`config.mk`:
```
export PLATFORM = sky130hd
export DESIGN_NAME = bist_controller
export DESIGN_NICKNAME = d
export VERILOG_FILES = /design/src/rtl/bist_controller.sv
export SDC_FILE = /design/constraint.sdc
export NUM_CORES = 1
export LEC_CHECK = 0
export BUFFER_PORTS_ARGS = -buffer_cell sky130_fd_sc_hd__buf_4
export CAP_MARGIN = 30
export CORE_AREA = 2 2 137 139
export CTS_CLUSTER_DIAMETER = 80
export CTS_CLUSTER_SIZE = 14
export DETAILED_ROUTE_END_ITERATION = 8
export DIE_AREA = 0 0 139 141
export PLACE_DENSITY = 0.85
export SYNTH_ARGS = -nofsm -noshare
export SYNTH_HDL_FRONTEND = slang
export SYNTH_SLANG_ARGS = --single-unit
```
`constraint.sdc`:
```
create_clock -name i_clk -period 7.04 [get_ports i_clk]
set_clock_uncertainty 0.1 [all_clocks]
set_input_delay 0.704 -clock i_clk [delete_from_list [all_inputs] [get_ports i_clk]]
set_output_delay 0.704 -clock i_clk [all_outputs]
set_load 0.02 [all_outputs]
```
`src/rtl/bist_controller.sv`:
```
// BIST sequencer: seeds the PRNG and signature analyzer, runs N patterns, drains
// the datapath, stops the analyzer and compares the returned signature to golden.
module bist_controller #(
    parameter int DATA_WIDTH     = 54,
    parameter int CNT_WIDTH      = 16,
    parameter int DRAIN_CYCLES   = 4,
    parameter int TIMEOUT_CYCLES = 64
) (
    input  logic                  i_clk,
    input  logic                  i_rst_n,
    input  logic                  i_start,
    input  logic                  i_abort,
    input  logic [CNT_WIDTH-1:0]  i_num_patterns,
    input  logic [DATA_WIDTH-1:0] i_seed,
    input  logic [DATA_WIDTH-1:0] i_golden,
    output logic                  o_prng_load,
    output logic                  o_prng_en,
    output logic [DATA_WIDTH-1:0] o_prng_seed,
    output logic                  o_sa_clr,
    output logic                  o_sa_mode,
    output logic                  o_sa_stop,
    output logic [DATA_WIDTH-1:0] o_sa_seed,
    input  logic                  i_sa_vld,
    input  logic [DATA_WIDTH-1:0] i_sa_data,
    output logic                  o_busy,
    output logic                  o_done,
    output logic                  o_pass,
    output logic                  o_timeout,
    output logic [DATA_WIDTH-1:0] o_signature
);

    typedef enum logic [2:0] {
        S_IDLE, S_SEED, S_RUN, S_DRAIN, S_WAIT_SIG, S_DONE
    } state_e;

    // DRAIN_CYCLES=0 still spends one pass-through cycle in DRAIN.
    localparam int DCW = (DRAIN_CYCLES > 1) ? $clog2(DRAIN_CYCLES) : 1;
    localparam int TCW = (TIMEOUT_CYCLES > 1) ? $clog2(TIMEOUT_CYCLES) : 1;
    localparam logic [DCW-1:0] DRAIN_LAST   = (DRAIN_CYCLES > 1) ? DCW'(DRAIN_CYCLES - 1) : '0;
    localparam logic [TCW-1:0] TIMEOUT_LAST = (TIMEOUT_CYCLES > 1) ? TCW'(TIMEOUT_CYCLES - 1) : '0;

    state_e                state_q, state_d;
    logic [CNT_WIDTH-1:0]  cnt_q, cnt_d, num_q, num_d;
    logic [DCW-1:0]        dcnt_q, dcnt_d;
    logic [TCW-1:0]        wcnt_q, wcnt_d;
    logic [DATA_WIDTH-1:0] seed_q, seed_d, golden_q, golden_d, sig_q, sig_d;
    logic                  pass_q, pass_d, tout_q, tout_d;
    logic                  load_q, load_d, en_q, en_d, clr_q, clr_d, mode_q, mode_d;
    logic                  stop_q, stop_d, busy_q, busy_d, done_q, done_d;

    // NOTE: sequential state uses non-blocking assignments only; the reset is
    // synchronous, so it lives inside the clocked branch rather than the sensitivity list.
    always_ff @(posedge i_clk) begin
        if (!i_rst_n) begin
            state_q  <= S_IDLE;
            cnt_q    <= '0;
            num_q    <= '0;
            dcnt_q   <= '0;
            wcnt_q   <= '0;
            seed_q   <= '0;
            golden_q <= '0;
            sig_q    <= '0;
            pass_q   <= 1'b0;
            tout_q   <= 1'b0;
            load_q   <= 1'b0;
            en_q     <= 1'b0;
            clr_q    <= 1'b0;
            mode_q   <= 1'b0;
            stop_q   <= 1'b0;
            busy_q   <= 1'b0;
            done_q   <= 1'b0;
        end else begin
            state_q  <= state_d;
            cnt_q    <= cnt_d;
            num_q    <= num_d;
            dcnt_q   <= dcnt_d;
            wcnt_q   <= wcnt_d;
            seed_q   <= seed_d;
            golden_q <= golden_d;
            sig_q    <= sig_d;
            pass_q   <= pass_d;
            tout_q   <= tout_d;
            load_q   <= load_d;
            en_q     <= en_d;
            clr_q    <= clr_d;
            mode_q   <= mode_d;
            stop_q   <= stop_d;
            busy_q   <= busy_d;
            done_q   <= done_d;
        end
    end

    // NOTE: every variable gets a default first so no path can infer a latch.
    always_comb begin
        state_d  = state_q;
        cnt_d    = cnt_q;
        num_d    = num_q;
        dcnt_d   = dcnt_q;
        wcnt_d   = wcnt_q;
        seed_d   = seed_q;
        golden_d = golden_q;
        sig_d    = sig_q;
        pass_d   = pass_q;
        tout_d   = tout_q;
        if (i_abort) begin
            state_d = S_IDLE;
            sig_d   = '0;
            pass_d  = 1'b0;
            tout_d  = 1'b0;
        end else begin
            case (state_q)
                S_IDLE, S_DONE: begin
                    if (i_start) begin
                        num_d    = i_num_patterns;
                        seed_d   = i_seed;
                        golden_d = i_golden;
                        sig_d    = '0;
                        pass_d   = 1'b0;
                        tout_d   = 1'b0;
                        state_d  = S_SEED;
                    end
                end
                S_SEED: begin
                    cnt_d   = '0;
                    dcnt_d  = '0;
                    state_d = (num_q == '0) ? S_DRAIN : S_RUN;
                end
                S_RUN: begin
                    if (cnt_q == num_q - 1'b1) begin
                        state_d = S_DRAIN;
                    end else if (cnt_q != '1) begin
                        cnt_d = cnt_q + 1'b1;
                    end
                end
                S_DRAIN: begin
                    if (dcnt_q == DRAIN_LAST) begin
                        wcnt_d  = '0;
                        state_d = S_WAIT_SIG;
                    end else begin
                        dcnt_d = dcnt_q + 1'b1;
                    end
                end
                S_WAIT_SIG: begin
                    if (i_sa_vld) begin
                        sig_d   = i_sa_data;
                        pass_d  = (i_sa_data == golden_q);
                        state_d = S_DONE;
                    end else if (wcnt_q == TIMEOUT_LAST) begin
                        tout_d  = 1'b1;
                        pass_d  = 1'b0;
                        state_d = S_DONE;
                    end else begin
                        wcnt_d = wcnt_q + 1'b1;
                    end
                end
                default: state_d = S_IDLE;
            endcase
        end
    end

    // Outputs are decoded from the next state and registered, so pulses are glitch-free.
    always_comb begin
        load_d = (state_d == S_SEED);
        clr_d  = (state_d == S_SEED);
        en_d   = (state_d == S_RUN);
        mode_d = (state_d == S_RUN) || (state_d == S_DRAIN);
        stop_d = (state_d == S_WAIT_SIG) && (state_q != S_WAIT_SIG);
        busy_d = (state_d == S_SEED) || (state_d == S_RUN) ||
                 (state_d == S_DRAIN) || (state_d == S_WAIT_SIG);
        done_d = (state_d == S_DONE);
    end

    assign o_prng_load = load_q;
    assign o_prng_en   = en_q;
    assign o_prng_seed = seed_q;
    assign o_sa_clr    = clr_q;
    assign o_sa_mode   = mode_q;
    assign o_sa_stop   = stop_q;
    assign o_sa_seed   = seed_q;
    assign o_busy      = busy_q;
    assign o_done      = done_q;
    assign o_pass      = pass_q;
    assign o_timeout   = tout_q;
    assign o_signature = sig_q;

endmodule

```
==> results of run 1 <==
## routing by layer
layer	global-route usage, %	part of all wire (%)
met3	4.89	8.5
met4	9.20	3.1
met2	52.9	50
met1	37.0	39
met5	0	0
## flip-flops by register name, indices dropped and copies added (netlist names)
register and count:
o_sa_mode 1, o_sa_clr 1, o_sa_stop 1, dcnt_q 2, o_prng_seed 54, o_done 1
state_q 3, o_signature 54, o_busy 1, cnt_q 16, wcnt_q 6, o_pass 1
o_prng_en 1, golden_q 54, o_timeout 1, num_q 16
## synth_stat cells (all sizes together), types with 2 or more instances
master and instances:
a211oi 3, a21oi 198, a22oi 2, and2 4, and3 3, and3b 2
and4 2, buf 64, clkbuf 74, dfxtp 213, ha 4, inv 11
mux2i 3, nand2 335, nand2b 6, nand3 65, nand3b 5, nand4 22
nand4b 2, nor2 25, nor2b 6, nor3 9, nor3b 2, nor4 14
o211ai 5, o21a 4, o21ai 20, o2bb2ai 2, o31ai 3, o41ai 3
or2 2, or3 2, or4 9, or4b 4, xnor2 67, xor2 11
## kinds of logic after synthesis
logic type	share of synthesized area [%]
flip-flops	44.4
AND/OR/NAND/NOR	24.8
adder cells (fa/ha/maj)	0.521
buffers and inverters	8.45
multiplexers	0.430
XOR/XNOR	7.11
AO/OA/AOI/OAI	14.3
## final cells by class
cell class                 instances  area share (%)
clock buffer                      19            3.84
timing repair buffer             360            22.1
sequential                       213            34.4
multi-input combinational        857            36.8
clock inverter                     1           0.131
tap                              234            2.36
inverter                          11           0.353
## through the flow
step	area [um2]	hold slack, ns	worst slack, ns	power (mW)
after floorplan	9610	0.348	4.47	1.52
after global placement	11800	0.340	3.88	1.68
after detailed placement	11900	0.344	3.87	1.70
after CTS	12400	0.337	3.89	2.61
after global routing	12400	0.345	3.54	2.69
final	12400	0.346	3.82	2.60
## cells in the final DEF (no fill, tap or decap), types with 3 or more instances in the layout
cell       instances
a211oi_1           3
a21oi_1          196
and2_1             3
and3_1             3
buf_4            358
clkbuf_16         19
dfxtp_1          213
ha_1               4
inv_1             10
mux2i_1            3
nand2_1          334
nand2b_1           5
nand3_1           65
nand3b_1           5
nand4_1           22
nor2_1            24
nor2b_1            6
nor3_1             9
nor4_1            11
o211ai_1           5
o21a_1             3
o21ai_0           16
o21ai_2            3
o31ai_1            3
o41ai_1            3
or4_1              6
or4_4              3
or4b_1             4
xnor2_1           67
xor2_1            11
## where the power goes
part | switching (mW) | internal (mW) | total [mW] | leakage (nW)
Sequential | 0.0342 | 1.24 | 1.28 | 1.73
Combinational | 0.218 | 0.180 | 0.398 | 2.92
Clock | 0.444 | 0.481 | 0.925 | 0.241
Total | 0.696 | 1.90 | 2.60 | 4.89
## worst max path at each step
| stage | start | end | slack [ns] | depth (start not counted) |
|---|---|---|---|---|
| final | state_q[2]$_SDFF_PN0_ | golden_q[17]$_SDFFE_PN0P_ | 3.82 | 7 |
| after global routing | state_q[2]$_SDFF_PN0_ | golden_q[47]$_SDFFE_PN0P_ | 3.54 | 7 |
| after CTS | state_q[2]$_SDFF_PN0_ | golden_q[17]$_SDFFE_PN0P_ | 3.89 | 7 |
| after detailed placement | i_start | golden_q[0]$_SDFFE_PN0P_ | 3.87 | 6 |
| after global placement | i_start | golden_q[21]$_SDFFE_PN0P_ | 3.88 | 6 |
| after floorplan | num_q[4]$_SDFFE_PN0P_ | cnt_q[0]$_SDFFE_PN0P_ | 4.47 | 11 |
## tightest hold or removal path, delay by kind of cell
| family | cells | cell delay [ns] |
|---|---|---|
| buffers and inverters | 1 | 0.11 |
| AOI/OAI and AO/OA | 1 | 0.05 |
| and+or+nand+nor | 1 | 0.04 |
==> impl_metrics.ini, run 1 <==
[outcome]
status = finished clean

[route]
drtAntennaViolNets = 0
via_per_inst = 5.58
route.detailed.drc = 0
finalWirelength_um = 30500
post_drt_wl_per_cell_um = 18.0
vias = 9460
first_pass_iters = 5
drt_iter0_markers = 811

[synthesis]
synthDistinctLibCells = 63
synthCells = 1219
synth_area_um2 = 9610
yosysTopAreaCell = dfxtp_1
synth-edff-count = 0
synth-async-reset-ratio_pct = 0
avgSynthCellArea_um2 = 7.89
synth-main-ff-cell = dfxtp_1
ys_top_cells_by_area = dfxtp_1 44%, nand2_1 13%, a21oi_1 10%, xnor2_1 6.1%, buf_4 4.4%
synth_top_area_share_pct = 44.4
synth_seq_cells = 213
yosys_warnings = 0
seq_area_frac_synth_pct = 44.4
synthesis.nets = 1406

[worst_hold_path]
worstHoldPathType = in -> reg
hold_start = i_num_patterns[9]
hold_depth = 3
hold-path-endpoint = num_q[9]$_SDFFE_PN0P_

[placed_design]
dp.cells = 1675
gp_congestion = 0.820
io_buffers = 353
hpwl_um = 22100

[pwr]
vdd.ir_drop.worst_uv = 207
leakagePower_nw = 4.89
powerDensity_nw_per_um2 = 210

[clock_tree]
clockBufferDepth = 3
cts_buffers = 19
cts_tree = done
clk_pin_slew_ns = 0.07
cts.sinks = 213
root_buffer = clkbuf_16
cts_hold_buffers = 0
cts_resized = 0
htree_levels = 1
clk_latency_ns = 0.50
postCtsSetupBuffers = 0

[final_layout]
post-route-util_pct = 67.8
syn_to_final_growth_pct = 28.9
multi_input_area_um2 = 4560
diodes = 0
fillers = 1506
final_layout_size_suffix_gt1_share_pct = 27.7
seq_area_um2 = 4260
nets = 1649
final_cells = 1695

[setup_path]
critPathTopFamily = simple AND/OR/NAND/NOR gates
required_ns = 7.34
path_class = reg -> reg
path_cells = nand2_1 -> nand2b_1 -> nand3b_1 -> nor2_4 -> buf_4 -> nand2_1 -> a21oi_1
end_kind = register
arrival_ns = 3.52
r2r_setup_slack_ns = 3.82
worstReg2RegEnd = golden_q[17]$_SDFFE_PN0P_
critical_path.slowest_cell = buf_4
rr_startpoint = state_q[2]$_SDFF_PN0_
path_buf_inv = 1
worst-path-max-fanout = 89
cpMostUsedCell = nand2_1
critPathLaunchType = register
r2r_cells = 7
critPathMaxStageDelay_ns = 0.82

[job]
drv_cap = 0

[floorplanning]
dieArea_um2 = 19600
rows = 50
start_util_pct = 52.6
die_y_um = 141
io_pins = 354
fp.dieW_um = 139
core_area_um2 = 18300

[global_routing]
grt-ovfl-total = 0
grt_pass1_wl_um = 47500
grtUsageTotal_pct = 29.7
grt_max_degree = 93
grt_pass1_vias = 8891
antenna_found_initial = 0

[timing]
period_share_pct = 45.7
tightest_slew_ns = 1.05
period_needed_ns = 3.22
hold_viol_final = 0
fin_tns_setup_ns = 0
setup_viol = 0
fmax_ghz = 0.311
rsz0062_at_grt = false
slew_violations = 0
relSlewSlack_pct = 30.2
Note: power is estimated with default switching activity, not from simulation.
==> run 2: changes to the inputs <==
Settings changed: CORE_AREA 2 2 137 139 to unset, CORE_UTILIZATION set to 45, DIE_AREA 0 0 139 141 to unset, PLACE_DENSITY 0.85 to 0.77.
Clock period 7.04 ns to 2.8 ns, I/O delays scaled along.
==> run 2 against run 1 <==
  * Total power rose to 2.6 times the previous value
  * Maximum frequency rose by 18%
  * Critical path depth is 3 higher
  * Utilization up 1.5 points
  * Die area is 12% higher
  * Largest power group unchanged
  * Clock power grew to 2.5 times the previous value
  * Final cell count grew 14%
  * Sequential share of layout area is 5.0 points lower
==> impl_metrics.ini, run 2 (synthesized netlist as in run 1, its figures left out) <==
[setup_path]
r2r_cells = 10
arrival_ns = 3.03
rr_startpoint = num_q[0]$_SDFFE_PN0P_
critPathLaunchType = register
end_kind = register
path_class = reg -> reg
critPathMaxStageDelay_ns = 0.50
worst-path-max-fanout = 13
cp.depth = 10
path_buf_inv = 2
r2r_setup_slack_ns = 0.08
required_ns = 3.11
worstSetupStartpoint = num_q[0]$_SDFFE_PN0P_
path_cells = inv_1 -> ha_2 -> nor3b_4 -> nand4b_1 -> xnor2_1 -> nand3_1 -> and4bb_4 -> buf_12 -> or4b_1 -> a21oi_1
critical_path.slowest_cell = or4b_1
critPathTopFamily = simple AND/OR/NAND/NOR gates
worstReg2RegEnd = cnt_q[3]$_SDFFE_PN0P_
critPathCapture = cnt_q[3]$_SDFFE_PN0P_

[floorplanning]
rows = 53
core_area_um2 = 21000
fp.dieW_um = 148
die_y_um = 148
io_pins = 354
start_util_pct = 45.9
dieArea_um2 = 21900

[timing]
period_needed_ns = 2.72
setup_viol = 0
period_share_pct = 97.2
relSlewSlack_pct = 39.6
tightest_slew_ns = 0.905
hold_viol_final = 0
slew_violations = 0
whs_ns = 0.0213
fin_tns_setup_ns = 0
layout_setup_ws_ns = 0.0797
fmax_ghz = 0.368

[clock_tree]
cts_tree = done
cts.sinks = 213
clk_latency_ns = 0.50
cts_buffers = 19
root_buffer = clkbuf_16
htree_levels = 1
clk_pin_slew_ns = 0.07
clockBufferDepth = 3

[global_routing]
grt_pass1_wl_um = 52000
grtUsageTotal_pct = 29.6
grt-ovfl-total = 0
grt_pass1_vias = 10200
grt_max_degree = 82
antenna_found_initial = 0

[final_layout]
layout_common_cells = 376 x buf_4, 333 x nand2_1, 208 x dfxtp_1, 195 x a21oi_1, 177 x dlygate4sd3_1
post-route-util_pct = 69.4
layout_commonest_cell = buf_4
nets = 1850
final_layout_size_suffix_gt1_share_pct = 26.7
diodes = 0
syn_to_final_growth_pct = 51.2

[worst_hold_path]
worstHoldPathType = in -> reg
hold_start = i_golden[37]

[pwr]
power.switching_mw = 1.83
seq_power_share_pct = 47.0
combPwrFrac_pct = 18.6
p_int_mw = 4.99
leakagePower_nw = 5.80
p_clk_share_pct = 34.4
switching_share_pct = 26.8
vdd.ir_drop.worst_uv = 396
powerDensity_nw_per_um2 = 469

[route]
via_per_inst = 5.37
finalWirelength_um = 34000
post_drt_wl_per_cell_um = 17.5
first_pass_iters = 5
drtAntennaViolNets = 0
route.detailed.drc = 0
vias = 10400
drt_iter0_markers = 619

[placed_design]
hpwl_um = 21200
io_buffers = 353
pre_cts_slack_ns = 0.0140
gp_congestion = 0.896

[outcome]
status = finished clean

[job]
drv_cap = 0
-- run 2: how the worst min path moves through the flow --
| stage | end | slack (ns) | cells after the start |
|---|---|---|---|
| 3_5_place_dp | o_signature[21]$_SDFFE_PP0P_ | 0.35 | 2 |
| 5_1_grt | o_prng_seed[35]$_SDFFE_PN0P_ | 0.03 | 3 |
| 4_1_cts | cnt_q[12]$_SDFFE_PN0P_ | 0.01 | 2 |
| 3_3_place_gp | o_signature[38]$_SDFFE_PP0P_ | 0.34 | 2 |
| 2_1_floorplan | state_q[2]$_SDFF_PN0_ | 0.30 | 2 |
| 6_report | golden_q[37]$_SDFFE_PN0P_ | 0.02 | 3 |
-- run 2: stage by stage --
stage | power (mW) | area [um2] | instances
global route | 7.08 | 14500 | 1939
global placement | 4.26 | 12200 | 1735
floorplan | 3.82 | 9610 | 1219
finish | 6.82 | 14500 | 1939
detailed placement | 4.27 | 12200 | 1735
CTS | 6.81 | 14400 | 1934
-- run 2: final cells by class --
class                      count  area (um2)
multi-input combinational    857        4630
sequential                   213        4270
timing repair buffer         561        4750
clock inverter                 2        20.0
inverter                      11        43.8
clock buffer                  20         479
tap                          275         344
fill                        1539        6420
-- run 2: worst register-to-register path: cells and delay by family (launching register included) --
kind	cells	cell delay (ns)
adders and majority gates	1	0.20
and+or+nand+nor	5	1.45
DFF	1	0.35
xor gates and xnor gates	1	0.19
buffers and inverters	2	0.22
AOI/OAI and AO/OA	1	0.14
-- run 2: power groups by stage --
| stage | Combinational (mW) | Sequential (mW) | Clock [mW] |
|---|---|---|---|
| global placement | 0.996 | 3.26 | 0 |
| floorplan | 0.524 | 3.30 | 0 |
| detailed placement | 1.01 | 3.27 | 0 |
| global route | 1.35 | 3.21 | 2.52 |
| finish | 1.27 | 3.20 | 2.35 |
| CTS | 1.22 | 3.20 | 2.39 |
-- run 2: repair_timing --
item | 4_1_cts | 5_1_grt
setup endpoints to repair | 1 | 20
setup buffers | 0 | 5
cloned | 0 | 0
resized for setup | 1 | 17
pin swaps | 0 | 7
hold buffers | 177 | 0
hold endpoints to repair | 177 | 0
-- run 2: layer usage --
metal	routed length [um]	track usage [%]	share of wire, %	vias up
met4	1850	16.9	5.4	0
met2	16200	50.3	48	542
met1	13400	34.8	39	4820
met3	2530	5.61	7.4	125
li1	-	-	-	4916
met5	0	0	0	-
